==> src/rtl/med_seq.sv <==
// Window sequencer for the serial median sort core. It buffers one window of pixels,
// bursts it into the core, runs the compare/drop schedule and strobes out the median.
module med_seq #(
   parameter int NBITS   = 8,
   parameter int NPIXELS = 9
) (
   input  logic             CLK,
   input  logic             nRST,
   input  logic [NBITS-1:0] pix_i,
   input  logic             pix_valid_i,
   output logic             pix_ready_o,
   output logic [NBITS-1:0] sc_di_o,
   output logic             sc_dsi_o,
   output logic             sc_byp_o,
   input  logic [NBITS-1:0] sc_do_i,
   output logic [NBITS-1:0] med_o,
   output logic             med_valid_o
);

   localparam int P  = (NPIXELS - 1) / 2;
   localparam int CW = $clog2(NPIXELS + 1);
   localparam int IW = $clog2(NPIXELS);
   localparam int PW = $clog2(P + 1);

   localparam logic [CW-1:0] FULL   = CW'(NPIXELS);
   localparam logic [CW-1:0] FULLM1 = CW'(NPIXELS - 1);
   localparam logic [IW-1:0] LASTK  = IW'(NPIXELS - 1);
   localparam logic [IW-1:0] LASTC  = IW'(NPIXELS - 2);
   localparam logic [PW-1:0] LASTP  = PW'(P);

   typedef enum logic [2:0] {IDLE, BURST, COMP, DROP, OUT} state_t;

   state_t           state, state_nxt;
   logic [CW-1:0]    cnt;
   logic [IW-1:0]    k, k_nxt;
   logic [PW-1:0]    pass, pass_nxt;
   logic             cnt_clr;
   logic             accept;
   logic [NBITS-1:0] pbuf [NPIXELS];

   assign pix_ready_o = (cnt < FULL) && (state != BURST);
   assign accept      = pix_valid_i && pix_ready_o;

   // Buffer holds data only; cnt alone decides validity, so no reset needed.
   always_ff @(posedge CLK) begin
      if (accept) pbuf[cnt[IW-1:0]] <= pix_i;
   end

   always_comb begin
      state_nxt = state;
      k_nxt     = k;
      pass_nxt  = pass;
      cnt_clr   = 1'b0;
      sc_dsi_o  = 1'b0;
      sc_byp_o  = 1'b0;
      sc_di_o   = '0;
      case (state)
         IDLE: begin
            // Look ahead at the completing beat so BURST starts the cycle after it.
            if (cnt == FULL || (accept && cnt == FULLM1)) begin
               state_nxt = BURST;
               k_nxt     = '0;
            end
         end
         BURST: begin
            sc_dsi_o = 1'b1;
            sc_byp_o = 1'b1;
            sc_di_o  = pbuf[k];
            if (k == LASTK) begin
               k_nxt     = '0;
               pass_nxt  = '0;
               cnt_clr   = 1'b1;
               state_nxt = COMP;
            end else begin
               k_nxt = k + 1'b1;
            end
         end
         COMP: begin
            if (k == LASTC) begin
               k_nxt     = '0;
               state_nxt = (pass == LASTP) ? OUT : DROP;
            end else begin
               k_nxt = k + 1'b1;
            end
         end
         DROP: begin
            // Shift the current max off the top; the injected zero never wins later.
            sc_dsi_o  = 1'b1;
            sc_byp_o  = 1'b1;
            pass_nxt  = pass + 1'b1;
            state_nxt = COMP;
         end
         OUT: begin
            k_nxt     = '0;
            state_nxt = (cnt == FULL) ? BURST : IDLE;
         end
         default: state_nxt = IDLE;
      endcase
   end

   always_ff @(posedge CLK or negedge nRST) begin
      if (!nRST) begin
         state       <= IDLE;
         k           <= '0;
         pass        <= '0;
         cnt         <= '0;
         med_o       <= '0;
         med_valid_o <= 1'b0;
      end else begin
         state       <= state_nxt;
         k           <= k_nxt;
         pass        <= pass_nxt;
         med_valid_o <= (state == OUT);
         if (state == OUT) med_o <= sc_do_i;
         if (cnt_clr)     cnt <= '0;
         else if (accept) cnt <= cnt + 1'b1;
      end
   end

endmodule
==> config.mk <==
export PLATFORM = sky130hd
export DESIGN_NAME = med_seq
export DESIGN_NICKNAME = d
export VERILOG_FILES = /design/src/rtl/med_seq.sv
export SDC_FILE = /design/constraint.sdc
export NUM_CORES = 1
export LEC_CHECK = 0
export BUFFER_PORTS_ARGS = -buffer_cell sky130_fd_sc_hd__buf_4
export CORE_ASPECT_RATIO = 1.1
export CORE_UTILIZATION = 48
export DETAILED_ROUTE_END_ITERATION = 8
export GPL_TIMING_DRIVEN = 0
export PLACE_DENSITY = 0.67
export SKIP_CTS_REPAIR_TIMING = 1
export SYNTH_ARGS = -nofsm -noshare
export SYNTH_HDL_FRONTEND = slang
export SYNTH_SLANG_ARGS = --single-unit
==> constraint.sdc <==
create_clock -name CLK -period 2.51 [get_ports CLK]
set_input_delay 0.3765 -clock CLK [delete_from_list [all_inputs] [get_ports CLK]]
set_output_delay 0.3765 -clock CLK [all_outputs]
set_load 0.005 [all_outputs]
==> Yosys cells after proc, flatten, opt, wreduce, memory -nomap -nowiden <==
Memories as Yosys holds them, arrays and structs flattened.
Cells that the tools add are included.
{ "totals": {"out_inout_bits": 20, "input_bits": 19, "ram_bits": 72, "word_cells": 56, "reg_bits": 23, "memories": 1} }
{ "classes": {"n_reduce_logical": 12, "addsub": 3, "eq_ne": 13, "n_lt_le_gt_ge": 1, "muxes": 20} }
{ "mem_list": {"columns": ["name", "depth", "word_bits", "rd", "rd_ports_with_merged_regs", "wr", "line", "text"], "rows": [
  ["pbuf", 9, 8, 1, 0, 1, "39", "logic [NBITS-1:0] pbuf [NPIXELS];"]
]} }
{ "op_table": {"columns": ["cell", "count"], "rows": [
  ["$mux W4", 5],
  ["$pmux W4 S4", 1],
  ["$mux W3", 5],
  ["$pmux W3 S5", 1],
  ["$eq A4 B4 Y1 const B", 3],
  ["$add A4 B1 Y4 const B", 2],
  ["$mux W8", 1],
  ["$eq A3 B2 Y1 const B", 2],
  ["$eq A3 B3 Y1 const B", 2],
  ["$mux W1", 6],
  ["$ne A2 B2 Y1 const B", 3],
  ["$pmux W3 S2", 1],
  ["$eq A4 B3 Y1 const B", 1],
  ["$lt A4 B4 Y1 const B", 1],
  ["$reduce_and A2 Y1", 2],
  ["$reduce_bool A2 Y1", 2],
  ["$reduce_bool A4 Y1", 1],
  ["$add A3 B1 Y3 const B", 1],
  ["$eq A3 B1 Y1 const B", 1],
  ["$logic_and A1 B1 Y1", 3],
  ["$logic_not A3 Y1", 1],
  ["$ne A3 B1 Y1 const B", 1],
  ["$reduce_and A3 Y1", 1],
  ["$reduce_or A2 Y1", 1],
  ["$logic_or A1 B1 Y1", 1]
]} }

==> Logic depth before layout (Yosys ltp) <==
{ "logic_depth": {"ltp_word": 7, "depth_mapped": 8, "ltp_nobuf": 6} }

==> Least setup slack after synthesis <==
No wires, ideal clock.
{ "synth_path": {"kind": "register to register", "start": "reg k[0]", "end": "reg k[3]", "path_buffers": 2, "t_required_ps": 2386, "arrival_time_ps": 1674, "setup_slack_ps": 712, "path_stages_with_launch": 9, "setup_time_ps": 124, "synth_period_minus_slack_ps": 1798, "cell_sequence": "dfrtp_1 -> buf_6 -> buf_6 -> inv_1 -> ha_1 -> nand3b_1 -> a22oi_2 -> nor3_1 -> a211o_1"} }
{ "synth_between": {"elab_chain_len": 3, "word_cells_on_any_way": 6, "cone_classes": "1 x add/sub; 2 x eq/ne; 3 x mux"} }
{ "synth_rtl": {"columns": ["item", "line", "text"], "rows": [
  ["start, declared", "35", "logic [IW-1:0] k, k_nxt;"],
  ["start signal, assigned", "111", "k <= k_nxt;"],
  ["$add A4 B1 Y4, or another cell as far along", "75, 83", null],
  ["$mux W4 (on tied branches)", "79, 69", null],
  ["$pmux W4 S4 (*)", "57", "case (state)"]
]} }
Mark *: on every way between the ends. The rest lies on a longest branch, timed or not.
A chain may end at the register's enable or synchronous reset.

==> Worst setup path after layout <==
{ "layout_path": {"start": "reg k[0]", "end": "out sc_di_o[5]"} }
{ "layout_between": {"elab_chain_len": 2} }
{ "layout_rtl": {"columns": ["item", "line", "text"], "rows": [
  ["$mem_v2 Z9 W8", null, null],
  ["$mux W8", "57", null],
  ["end, declared", "12", "output logic [NBITS-1:0] sc_di_o,"]
]} }
No other way between the ends.

==> results.md <==
- Synth Flop Type: edfxtp_1
- Worst skew pair latency: 0.36 ns
- IO Port Bufs: 38
- Via count: 2246
- Max-cap viol count: 0
- Hold Fails Final Rpt: 0
- Layout net count: 323
- Syn nets: 274
- Fillers: 677
- Gr usage total: 19.6%
- Multi-input logic area: 1210 um2
- Die ar.: 8870 um2
- Reg2Reg Depth: 6
- Cell count after synthesis: 247
- H-tree depth: 3
- Most area-consuming cells after synthesis: edfxtp_1 53%, dfrtp_1 14%, mux4_2 8.8%
- Layout Area Growth over Synthesis: 15.1%
- Ys Warns: 0
- Synth Area per Inst: 16.5 um2
- Final setup fails: 0
- Rows: 34
- Die X-Extent: 89.9 um
- Fin cells: 409
- Max Fclk: 425 MHz
- Slowest stage delay, CP: 0.56 ns
- Vias in the first global route: 2422
- Final core occ: 58.1%
- Placed instance count: 393
- RSZ-0062 raised after global routing: no
- Power Total: 3170 uW
- Slew HR: 37.4%
- Antenna cells: 0
- Minimum clock period: 2.35 ns
- I/O pin count: 39
- Worst vdd ir: 524 uV
- Layout cells sized above 1: 32.2%
- EDFF count, synth: 72
- Grt ovf: 0
- Final GP Congestion: 0.775
- HP Class: primary input to flop
- Final Cycle Share: 93.6%
- Netlist cell types: 45
- Clock slew at reported path FFs: 0.09 ns
- Top delay family on crit path: multiplexers
- Crit path kind: flop to primary output
- Async S/R FF share, synth: 24.2%
- Detail Placement HPWL: 5000 um
- Hold Crit Depth: 2
- Critical Path AT: 1.97 ns
- Register bit total from synthesis: 95
- DR DRC count: 0
- First DRT Iteration DRCs: 133
- Worst Path Required: 2.13 ns
- WL/cell: 18.7 um
- Cells along the critical path: buf_6, mux4_2, o22ai_1, nor3_1, buf_4
- Post-synthesis sequential area ratio: 67.1%
- Pins Over Slew Limit: 0
- Initial Util: 50.5%
- Worst hold slack: 0.244 ns
- Total clock sinks: 95
- Crit path depth: 5
- Initial antenna violation count: 0
- CTS tree: built
- Core ar.: 8080 um2
- Root buf cell: clkbuf_8
- CP startpoint kind: flop
- Drt total wl: 7640 um
- Synth top area share: 53.0%
- Pleak: 0.00173 uW
- Crit path buf inv count: 2
- Crit-path max FO: 18
- Mapped cell area: 4080 um2
- Synth area leader: edfxtp_1
- Pre-antenna DRT Iters: 4
- Slowest stage cell on the critical path: mux4_2
- Worst-Margin Slew: 0.936 ns
- ANT nets after route: 0
- First-pass GRT wire length: 12800 um
- Maximum number of pins on one net before global-route repair: 24
- Die Ht: 98.7 um
- Reg area: 2740 um2
- Status: finished clean
- Number of buffers created by CTS: 9
- CTS Buffer Depth: 2
- Setup TNS: 0 ns
- Via density: 5.49
- Final Skew: 0.00988 ns
- Count leader, synth: edfxtp_1
- Post-synth top cells: 72 x edfxtp_1, 23 x dfrtp_1, 16 x mux4_2
- Power Density: 676 nW/um2
- Endpoint class of the critical path: primary output
-- registers in the layout (all words and copies together) (netlist names) --
| register | count |
|---|---|
| pbuf | 72 |
| med_o | 8 |
| cnt | 4 |
| k | 4 |
| pass | 3 |
| state | 3 |
| med_valid_o | 1 |
-- placed cells by master (no fill, tap or decap), types with 9 or more instances in the layout --
master,netlist,layout
mux4_2,16,16
edfxtp_1,72,72
clkbuf_8,0,9
dfrtp_1,23,23
buf_4,2,40
o22ai_1,9,9
nor2b_1,9,9
inv_1,10,10
nor3_1,9,9
-- worst paths after layout --
path | from | endpoint | slack, ns
min | sc_do_i[4] | med_o[4] | 0.24
max reg2reg | state[0] | pbuf[7][1] | 0.41
max in group asynchronous | nRST | k[0] | 1.82
min in group asynchronous | nRST | pass[1] | 0.44
min reg2reg | med_o[2] | med_o[2] | 0.52
max | k[0] | sc_di_o[5] | 0.16
-- per-stage QoR --
| stage | setup slack, ns | area [um2] |
|---|---|---|
| 2_1_floorplan | 0.712 | 4080 |
| 3_3_place_gp | 0.469 | 4500 |
| 3_5_place_dp | 0.427 | 4500 |
| 4_1_cts | 0.0450 | 4700 |
| 5_1_grt | 0.0116 | 4700 |
| 6_report | 0.160 | 4700 |
-- final cells by class --
type	instances	area share (%)
inverter	10	0.799
sequential	95	58.3
clock inverter	5	1.41
timing repair buffer	39	6.28
buffer	11	1.73
tap	108	2.88
multi-input combinational	130	25.8
clock buffer	11	2.80
-- report_power, final --
| part | internal (uW) | switching (uW) |
|---|---|---|
| Clock | 474 | 541 |
| Combinational | 133 | 164 |
| Sequential | 1790 | 69.8 |
| Total | 2400 | 775 |
-- cell families (layout without fill, tap and decap cells) --
| logic type | Yosys count | count (layout) | share of synthesized area (%) |
|---|---|---|---|
| AO/OA/AOI/OAI | 27 | 27 | 4.69 |
| AND/OR/NAND/NOR | 66 | 66 | 10.4 |
| buffers and inverters | 22 | 76 | 3.16 |
| flip-flops | 95 | 95 | 67.1 |
| adder cells (fa/ha/maj) | 8 | 8 | 2.45 |
| multiplexers | 27 | 27 | 11.8 |
| XOR/XNOR | 2 | 2 | 0.429 |
-- layer usage --
metal	share of wire (%)	routed length, um	global-route usage [%]
met1	47	3590	27.2
met2	48	3680	31.1
met3	3.2	243	4.17
met4	1.6	121	6.70
met5	0	0	0
Note: power is estimated with default switching activity, not from simulation.
